[src/rtl/pipe_pkg.sv]
// Definitions shared by every pipeline stage register and the hazard unit:
// timing-field width, idle T_use, exception handler entry, saturating decrement.
package pipe_pkg;

    localparam int T_W   = 3;
    localparam int EXC_W = 5;
    localparam int WA_W  = 5;

    localparam logic [T_W-1:0] TUSE_IDLE  = 3'd4;
    localparam logic [31:0]    HANDLER_PC = 32'h0000_4180;

    localparam logic [T_W-1:0] T_ONE = 3'd1;

    // Timing fields count down one per stage but must stop at zero instead of wrapping.
    function automatic logic [T_W-1:0] sat_dec(input logic [T_W-1:0] x);
        return (x == '0) ? '0 : x - T_ONE;
    endfunction

endpackage

[src/rtl/pipe_stage_reg_if.sv]
// Bundle of the signals that cross a stage boundary: control, upstream slot and registered stage outputs.
interface pipe_stage_reg_if #(
    parameter int DATA_W = 96,
    parameter int PC_W   = 32,
    parameter int EXC_W  = pipe_pkg::EXC_W,
    parameter int T_W    = pipe_pkg::T_W
);

    logic              req;
    logic              flush;
    logic              stall;

    logic              in_valid;
    logic [PC_W-1:0]   in_pc;
    logic              in_bd;
    logic [EXC_W-1:0]  in_exc;
    logic [4:0]        in_wa;
    logic [T_W-1:0]    in_tuse_rs;
    logic [T_W-1:0]    in_tuse_rt;
    logic [T_W-1:0]    in_tnew;
    logic [DATA_W-1:0] in_payload;

    logic              out_valid;
    logic [PC_W-1:0]   out_pc;
    logic              out_bd;
    logic [EXC_W-1:0]  out_exc;
    logic [4:0]        out_wa;
    logic [T_W-1:0]    out_tuse_rs;
    logic [T_W-1:0]    out_tuse_rt;
    logic [T_W-1:0]    out_tnew;
    logic [DATA_W-1:0] out_payload;

    modport master (
        output req, flush, stall,
        output in_valid, in_pc, in_bd, in_exc, in_wa,
        output in_tuse_rs, in_tuse_rt, in_tnew, in_payload,
        input  out_valid, out_pc, out_bd, out_exc, out_wa,
        input  out_tuse_rs, out_tuse_rt, out_tnew, out_payload
    );

    modport slave (
        input  req, flush, stall,
        input  in_valid, in_pc, in_bd, in_exc, in_wa,
        input  in_tuse_rs, in_tuse_rt, in_tnew, in_payload,
        output out_valid, out_pc, out_bd, out_exc, out_wa,
        output out_tuse_rs, out_tuse_rt, out_tnew, out_payload
    );

endinterface

[src/rtl/pipe_stage_reg_sat_counter.sv]
// Up-counter that sticks at all-ones; used to count bubbles entering a stage.
module sat_counter #(
    parameter int CNT_W = 16
) (
    input  logic             clk,
    input  logic             reset,
    input  logic             inc,
    input  logic             hold,
    output logic [CNT_W-1:0] count
);

    localparam logic [CNT_W-1:0] CNT_MAX = '1;
    localparam logic [CNT_W-1:0] CNT_ONE = {{(CNT_W-1){1'b0}}, 1'b1};

    always_ff @(posedge clk) begin
        if (reset) begin
            count <= '0;
        end else if (inc && !hold && (count != CNT_MAX)) begin
            count <= count + CNT_ONE;
        end
    end

endmodule

[src/rtl/pipe_stage_reg.sv]
// Generic inter-stage pipeline register: PC, delay-slot flag, exception code, write address,
// hazard timing and an opaque payload, with req/flush/stall priority and a bubble counter.
module pipe_stage_reg #(
    parameter int                    DATA_W     = 96,
    parameter int                    PC_W       = 32,
    parameter int                    EXC_W      = pipe_pkg::EXC_W,
    parameter int                    T_W        = pipe_pkg::T_W,
    parameter logic [T_W-1:0]        TUSE_IDLE  = pipe_pkg::TUSE_IDLE,
    parameter logic [PC_W-1:0]       HANDLER_PC = pipe_pkg::HANDLER_PC,
    parameter int                    CNT_W      = 16
) (
    input  logic             clk,
    input  logic             reset,
    pipe_stage_reg_if.slave  bus,
    output logic [CNT_W-1:0] bubble_cnt
);

    import pipe_pkg::*;

    logic cnt_inc;
    logic cnt_hold;

    // Bubbles come from a flush or from an empty upstream slot; an exception entry squashes without counting.
    assign cnt_inc  = !bus.req && (bus.flush || (!bus.stall && !bus.in_valid));
    assign cnt_hold = bus.stall && !bus.flush && !bus.req;

    sat_counter #(
        .CNT_W (CNT_W)
    ) u_bubble_cnt (
        .clk   (clk),
        .reset (reset),
        .inc   (cnt_inc),
        .hold  (cnt_hold),
        .count (bubble_cnt)
    );

    always_ff @(posedge clk) begin
        if (reset) begin
            bus.out_valid   <= 1'b0;
            bus.out_pc      <= '0;
            bus.out_bd      <= 1'b0;
            bus.out_exc     <= '0;
            bus.out_wa      <= '0;
            bus.out_tuse_rs <= TUSE_IDLE;
            bus.out_tuse_rt <= TUSE_IDLE;
            bus.out_tnew    <= '0;
            bus.out_payload <= '0;
        end else if (bus.req) begin
            bus.out_valid   <= 1'b0;
            bus.out_pc      <= HANDLER_PC;
            bus.out_bd      <= 1'b0;
            bus.out_exc     <= '0;
            bus.out_wa      <= '0;
            bus.out_tuse_rs <= TUSE_IDLE;
            bus.out_tuse_rt <= TUSE_IDLE;
            bus.out_tnew    <= '0;
            bus.out_payload <= '0;
        end else if (bus.flush || (!bus.stall && !bus.in_valid)) begin
            bus.out_valid   <= 1'b0;
            bus.out_pc      <= bus.in_pc;
            bus.out_bd      <= bus.in_bd;
            bus.out_exc     <= '0;
            bus.out_wa      <= '0;
            bus.out_tuse_rs <= TUSE_IDLE;
            bus.out_tuse_rt <= TUSE_IDLE;
            bus.out_tnew    <= '0;
            bus.out_payload <= '0;
        end else if (!bus.stall) begin
            bus.out_valid <= 1'b1;
            bus.out_pc    <= bus.in_pc;
            bus.out_bd    <= bus.in_bd;
            bus.out_exc   <= bus.in_exc;
            // A faulting instruction keeps its PC and code but must not write or create hazards downstream.
            if (bus.in_exc != '0) begin
                bus.out_wa      <= '0;
                bus.out_tuse_rs <= TUSE_IDLE;
                bus.out_tuse_rt <= TUSE_IDLE;
                bus.out_tnew    <= '0;
                bus.out_payload <= '0;
            end else begin
                bus.out_wa      <= bus.in_wa;
                bus.out_tuse_rs <= sat_dec(bus.in_tuse_rs);
                bus.out_tuse_rt <= sat_dec(bus.in_tuse_rt);
                bus.out_tnew    <= sat_dec(bus.in_tnew);
                bus.out_payload <= bus.in_payload;
            end
        end
    end

endmodule
[src/flat_wrapper.sv]
// flat-port wrapper written by rule: the top's interface ports become plain ports
module pipe_stage_reg_flat import pipe_pkg::*;
#(
    parameter int                    DATA_W     = 96,
    parameter int                    PC_W       = 32,
    parameter int                    EXC_W      = pipe_pkg::EXC_W,
    parameter int                    T_W        = pipe_pkg::T_W,
    parameter logic [T_W-1:0]        TUSE_IDLE  = pipe_pkg::TUSE_IDLE,
    parameter logic [PC_W-1:0]       HANDLER_PC = pipe_pkg::HANDLER_PC,
    parameter int                    CNT_W      = 16
)
  (clk, reset, bubble_cnt, bus_req, bus_flush, bus_stall, bus_in_valid, bus_in_pc, bus_in_bd, bus_in_exc, bus_in_wa, bus_in_tuse_rs, bus_in_tuse_rt, bus_in_tnew, bus_in_payload, bus_out_valid, bus_out_pc, bus_out_bd, bus_out_exc, bus_out_wa, bus_out_tuse_rs, bus_out_tuse_rt, bus_out_tnew, bus_out_payload);
  pipe_stage_reg_if #(.DATA_W(DATA_W), .PC_W(PC_W), .EXC_W(EXC_W), .T_W(T_W)) bus_i ();
  input  logic clk;
  input  logic reset;
  output logic [CNT_W-1:0] bubble_cnt;
  input wire logic [$bits(bus_i.req)-1:0] bus_req;
  input wire logic [$bits(bus_i.flush)-1:0] bus_flush;
  input wire logic [$bits(bus_i.stall)-1:0] bus_stall;
  input wire logic [$bits(bus_i.in_valid)-1:0] bus_in_valid;
  input wire logic [$bits(bus_i.in_pc)-1:0] bus_in_pc;
  input wire logic [$bits(bus_i.in_bd)-1:0] bus_in_bd;
  input wire logic [$bits(bus_i.in_exc)-1:0] bus_in_exc;
  input wire logic [$bits(bus_i.in_wa)-1:0] bus_in_wa;
  input wire logic [$bits(bus_i.in_tuse_rs)-1:0] bus_in_tuse_rs;
  input wire logic [$bits(bus_i.in_tuse_rt)-1:0] bus_in_tuse_rt;
  input wire logic [$bits(bus_i.in_tnew)-1:0] bus_in_tnew;
  input wire logic [$bits(bus_i.in_payload)-1:0] bus_in_payload;
  output wire logic [$bits(bus_i.out_valid)-1:0] bus_out_valid;
  output wire logic [$bits(bus_i.out_pc)-1:0] bus_out_pc;
  output wire logic [$bits(bus_i.out_bd)-1:0] bus_out_bd;
  output wire logic [$bits(bus_i.out_exc)-1:0] bus_out_exc;
  output wire logic [$bits(bus_i.out_wa)-1:0] bus_out_wa;
  output wire logic [$bits(bus_i.out_tuse_rs)-1:0] bus_out_tuse_rs;
  output wire logic [$bits(bus_i.out_tuse_rt)-1:0] bus_out_tuse_rt;
  output wire logic [$bits(bus_i.out_tnew)-1:0] bus_out_tnew;
  output wire logic [$bits(bus_i.out_payload)-1:0] bus_out_payload;
  assign bus_i.req = bus_req;
  assign bus_i.flush = bus_flush;
  assign bus_i.stall = bus_stall;
  assign bus_i.in_valid = bus_in_valid;
  assign bus_i.in_pc = bus_in_pc;
  assign bus_i.in_bd = bus_in_bd;
  assign bus_i.in_exc = bus_in_exc;
  assign bus_i.in_wa = bus_in_wa;
  assign bus_i.in_tuse_rs = bus_in_tuse_rs;
  assign bus_i.in_tuse_rt = bus_in_tuse_rt;
  assign bus_i.in_tnew = bus_in_tnew;
  assign bus_i.in_payload = bus_in_payload;
  assign bus_out_valid = bus_i.out_valid;
  assign bus_out_pc = bus_i.out_pc;
  assign bus_out_bd = bus_i.out_bd;
  assign bus_out_exc = bus_i.out_exc;
  assign bus_out_wa = bus_i.out_wa;
  assign bus_out_tuse_rs = bus_i.out_tuse_rs;
  assign bus_out_tuse_rt = bus_i.out_tuse_rt;
  assign bus_out_tnew = bus_i.out_tnew;
  assign bus_out_payload = bus_i.out_payload;
  pipe_stage_reg #(.DATA_W(DATA_W), .PC_W(PC_W), .EXC_W(EXC_W), .T_W(T_W), .TUSE_IDLE(TUSE_IDLE), .HANDLER_PC(HANDLER_PC), .CNT_W(CNT_W)) u_core (.clk(clk), .reset(reset), .bus(bus_i), .bubble_cnt(bubble_cnt));
endmodule
[config.mk]
export PLATFORM = sky130hd
export DESIGN_NAME = pipe_stage_reg_flat
export DESIGN_NICKNAME = d
export VERILOG_FILES = /design/src/rtl/pipe_pkg.sv /design/src/rtl/pipe_stage_reg_if.sv /design/src/rtl/pipe_stage_reg_sat_counter.sv /design/src/rtl/pipe_stage_reg.sv /design/src/flat_wrapper.sv
export SDC_FILE = /design/constraint.sdc
export NUM_CORES = 1
export LEC_CHECK = 0
export ABC_AREA = 1
export CORE_MARGIN = 2
export CORE_UTILIZATION = 44
export DETAILED_ROUTE_END_ITERATION = 6
export GPL_ROUTABILITY_DRIVEN = 0
export PLACE_DENSITY = 0.9
export RECOVER_POWER = 50
export SLEW_MARGIN = 40
export SYNTH_ARGS = -nofsm -noshare
export SYNTH_HDL_FRONTEND = slang
export SYNTH_SLANG_ARGS = --single-unit
[constraint.sdc]
create_clock -name clk -period 3.7 [get_ports clk]
set_input_delay 0.74 -clock clk [delete_from_list [all_inputs] [get_ports clk]]
set_output_delay 0.74 -clock clk [all_outputs]
set_load 0.02 [all_outputs]
==> reports/metrics.cfg <==
[drt]
drt-total-wl_um = 20700
ant_nets = 0
vias_per_cell = 4.92
drcViolationCount = 0
vias = 6549
drtIter0Drc = 395
first_pass_iters = 5
wl_per_cell_um = 15.6

[setup_path]
path_max_fanout = 34
cp-start-kind = input port
critical_path_class = in -> reg
critPathCaptureType = register
cp_data_required_time_ns = 4.04
worst_ep_arrival_time_ns = 3.04

[grt]
grtUsageTotal_pct = 26.2
grt_pass1_wl_um = 33000
grt_overflow = 0
grt_start_max_net_pins = 60
grt_pass1_vias = 6486
antenna_found_initial = 0

[logic_synthesis]
ys.flop_type = dfxtp_1
ys_warn_count = 0
synthTopCellsByCount = nand2_1 (269), dfxtp_1 (165), nor2_1 (115)
yosys.area.top_type = dfxtp_1
synth_nets = 991
yosysTopAreaCellShare_pct = 50.7
seq_area_frac_synth_pct = 50.7
synthesis.area_um2 = 6510
ys_seq_elements = 165
synth.most_common_cell = nand2_1
postSynthCellCount = 834
async_reset_ff_share_pct = 0
yosysUniqueCellTypes = 29
synth_edf_count = 0
avgSynthCellArea_um2 = 7.80
ys_top_cells_by_area = dfxtp_1 (51%), nand2_1 (16%), a21oi_2 (8.2%), nor2_1 (6.6%), a21oi_1 (4.5%)

[clock_tree]
numCtsBuffers = 17
clock-sinks = 165
clk-insertion-delay-late_ns = 0.42
cts_buffer_depth = 2
cts_resized = 0
cts_hold_buffers = 0
cts_tree = yes
clkTransAtPathRegs_ns = 0.07
h-tree-depth = 4
post_cts_buffers = 0
ctsRootBufferMaster = clkbuf_16

[min_path]
hold_class = reg -> reg

[layout]
antennaDiodeCount = 0
drive_gt1_share_pct = 9.69
fin_nets = 1290
fillers = 1096
utilization_pct = 71.3
area_delta_synth_final_pct = 58.6

[power]
power_density_nw_per_um2 = 386
p_clk_share_pct = 44.2
power.internal_uw = 3040
switching_power_uw = 947
ir_worst_vdd_uv = 262
power.share.switching_pct = 23.7
seqPwrFrac_pct = 45.8
pwr-share-comb_pct = 10.0
p_leak_uw = 0.00387

[floorplan]
num_rows = 44
fp.dieArea_um2 = 15800
fp.dieH_um = 126
io_pins = 319
die-width_um = 126
initial_core_util_pct = 45.0
core-area_um2 = 14500

[timing]
slew_headroom_pct = 25.9
min_period_ns = 2.70
fin_skew_ns = 0.00595
fin_setup_tns_ns = 0
rsz0062_at_grt = no
timing.fmax_ghz = 0.371
setup_viol = 0
hold_viol = 0
post-route-period-util_pct = 72.9
worst_pin_slew_ns = 1.10
drv_slew = 0

[place]
hpwl_um = 14900
numPortBuffers = 318

[job]
maxCapViolCount = 0

[run_status]
outcome = completed

==> logic make-up after synthesis <==
family          after synthesis  synth area share (%)
simple gates                416                  25.5
compound gates              170                  16.7
flops                       165                  50.7
buf+inv                      77                  6.00
xor+xnor                      3                 0.404
fa+ha+maj                     3                 0.577
==> cell usage in the layout (no fill, tap or decap), drive strengths merged, types with 3 or more instances in the layout <==
master | synthesis | layout
clkinvlp | 0 | 4
clkinv | 0 | 4
nor2 | 123 | 123
a21oi | 120 | 120
nand2 | 274 | 274
nand3 | 15 | 15
inv | 29 | 33
buf | 33 | 11
dfxtp | 165 | 165
o21ai | 46 | 46
clkdlybuf4s50 | 0 | 223
clkbuf | 15 | 18
dlygate4sd3 | 0 | 94
ha | 3 | 3
==> final cells by class <==
type / instances / area, um2 / share of cell area, %
clock buffer: 18 / 439 / 4.25
clock inverter: 14 / 149 / 1.44
inverter: 29 / 114 / 1.10
multi-input combinational: 592 / 2760 / 26.8
sequential: 165 / 3300 / 32.0
tap: 184 / 230 / 2.23
timing repair buffer: 328 / 3330 / 32.2
==> sequential cells by signal, summed over array words and instances (netlist names) <==
signal                     cells
u_core.bus.out_bd              1
u_core.bus.out_exc             5
u_core.bus.out_payload        96
u_core.bus.out_pc             32
u_core.bus.out_tnew            3
u_core.bus.out_tuse_rs         3
u_core.bus.out_tuse_rt         3
u_core.bus.out_valid           1
u_core.bus.out_wa              5
u_core.u_bubble_cnt.count     16
==> power by group through the flow <==
| stage | logic (uW) | registers [uW] | clock network (uW) |
|---|---|---|---|
| CTS | 408 | 1830 | 1790 |
| finish | 400 | 1830 | 1760 |
| global placement | 401 | 1870 | 0 |
| detailed placement | 405 | 1870 | 0 |
| global route | 433 | 1830 | 1870 |
| floorplan | 119 | 1900 | 0 |
==> layer usage <==
layer  track usage, %  vias to the layer above  wire (um)
met5                0                        -          0
met4             12.3                        0        733
met3             8.37                       52       1900
met2             44.8                      296      10100
met1             29.9                     2949       8050
li1                 -                     3252          -
==> worst max-delay path: stages <==
cell and delay [ns]:
dlygate4sd3_1 0.57, nor2_1 0.11, nand2_1 0.07, nor3_1 0.84, buf_8 0.24, buf_12 0.20
nand2_1 0.07, a21oi_1 0.17
==> through the flow <==
step	hold slack (ns)	instance area, um2	cells	setup WS (ns)	power (uW)
final	0.463	10300	1330	1.00	3990
after global routing	0.480	10300	1330	0.769	4140
after CTS	0.461	10400	1330	1.37	4020
after detailed placement	0.453	9790	1298	1.01	2270
after global placement	0.444	9780	1297	0.989	2270
after floorplan	0.533	6510	834	1.98	2020
==> path summary, 6_finish.rpt <==
kind	slack, ns	cells past startpoint	to	from
worst min-delay path	0.46	2	u_core.bus.out_payload[70]	u_core.bus.out_payload[70]
worst max-delay path	1.00	8	u_core.bus.out_payload[67]	bus_in_exc[0]
worst min register to register	0.46	2	u_core.bus.out_payload[70]	u_core.bus.out_payload[70]
worst max register to register	1.52	10	u_core.u_bubble_cnt.count[13]	u_core.u_bubble_cnt.count[0]
(Power assumes the default switching activity.)
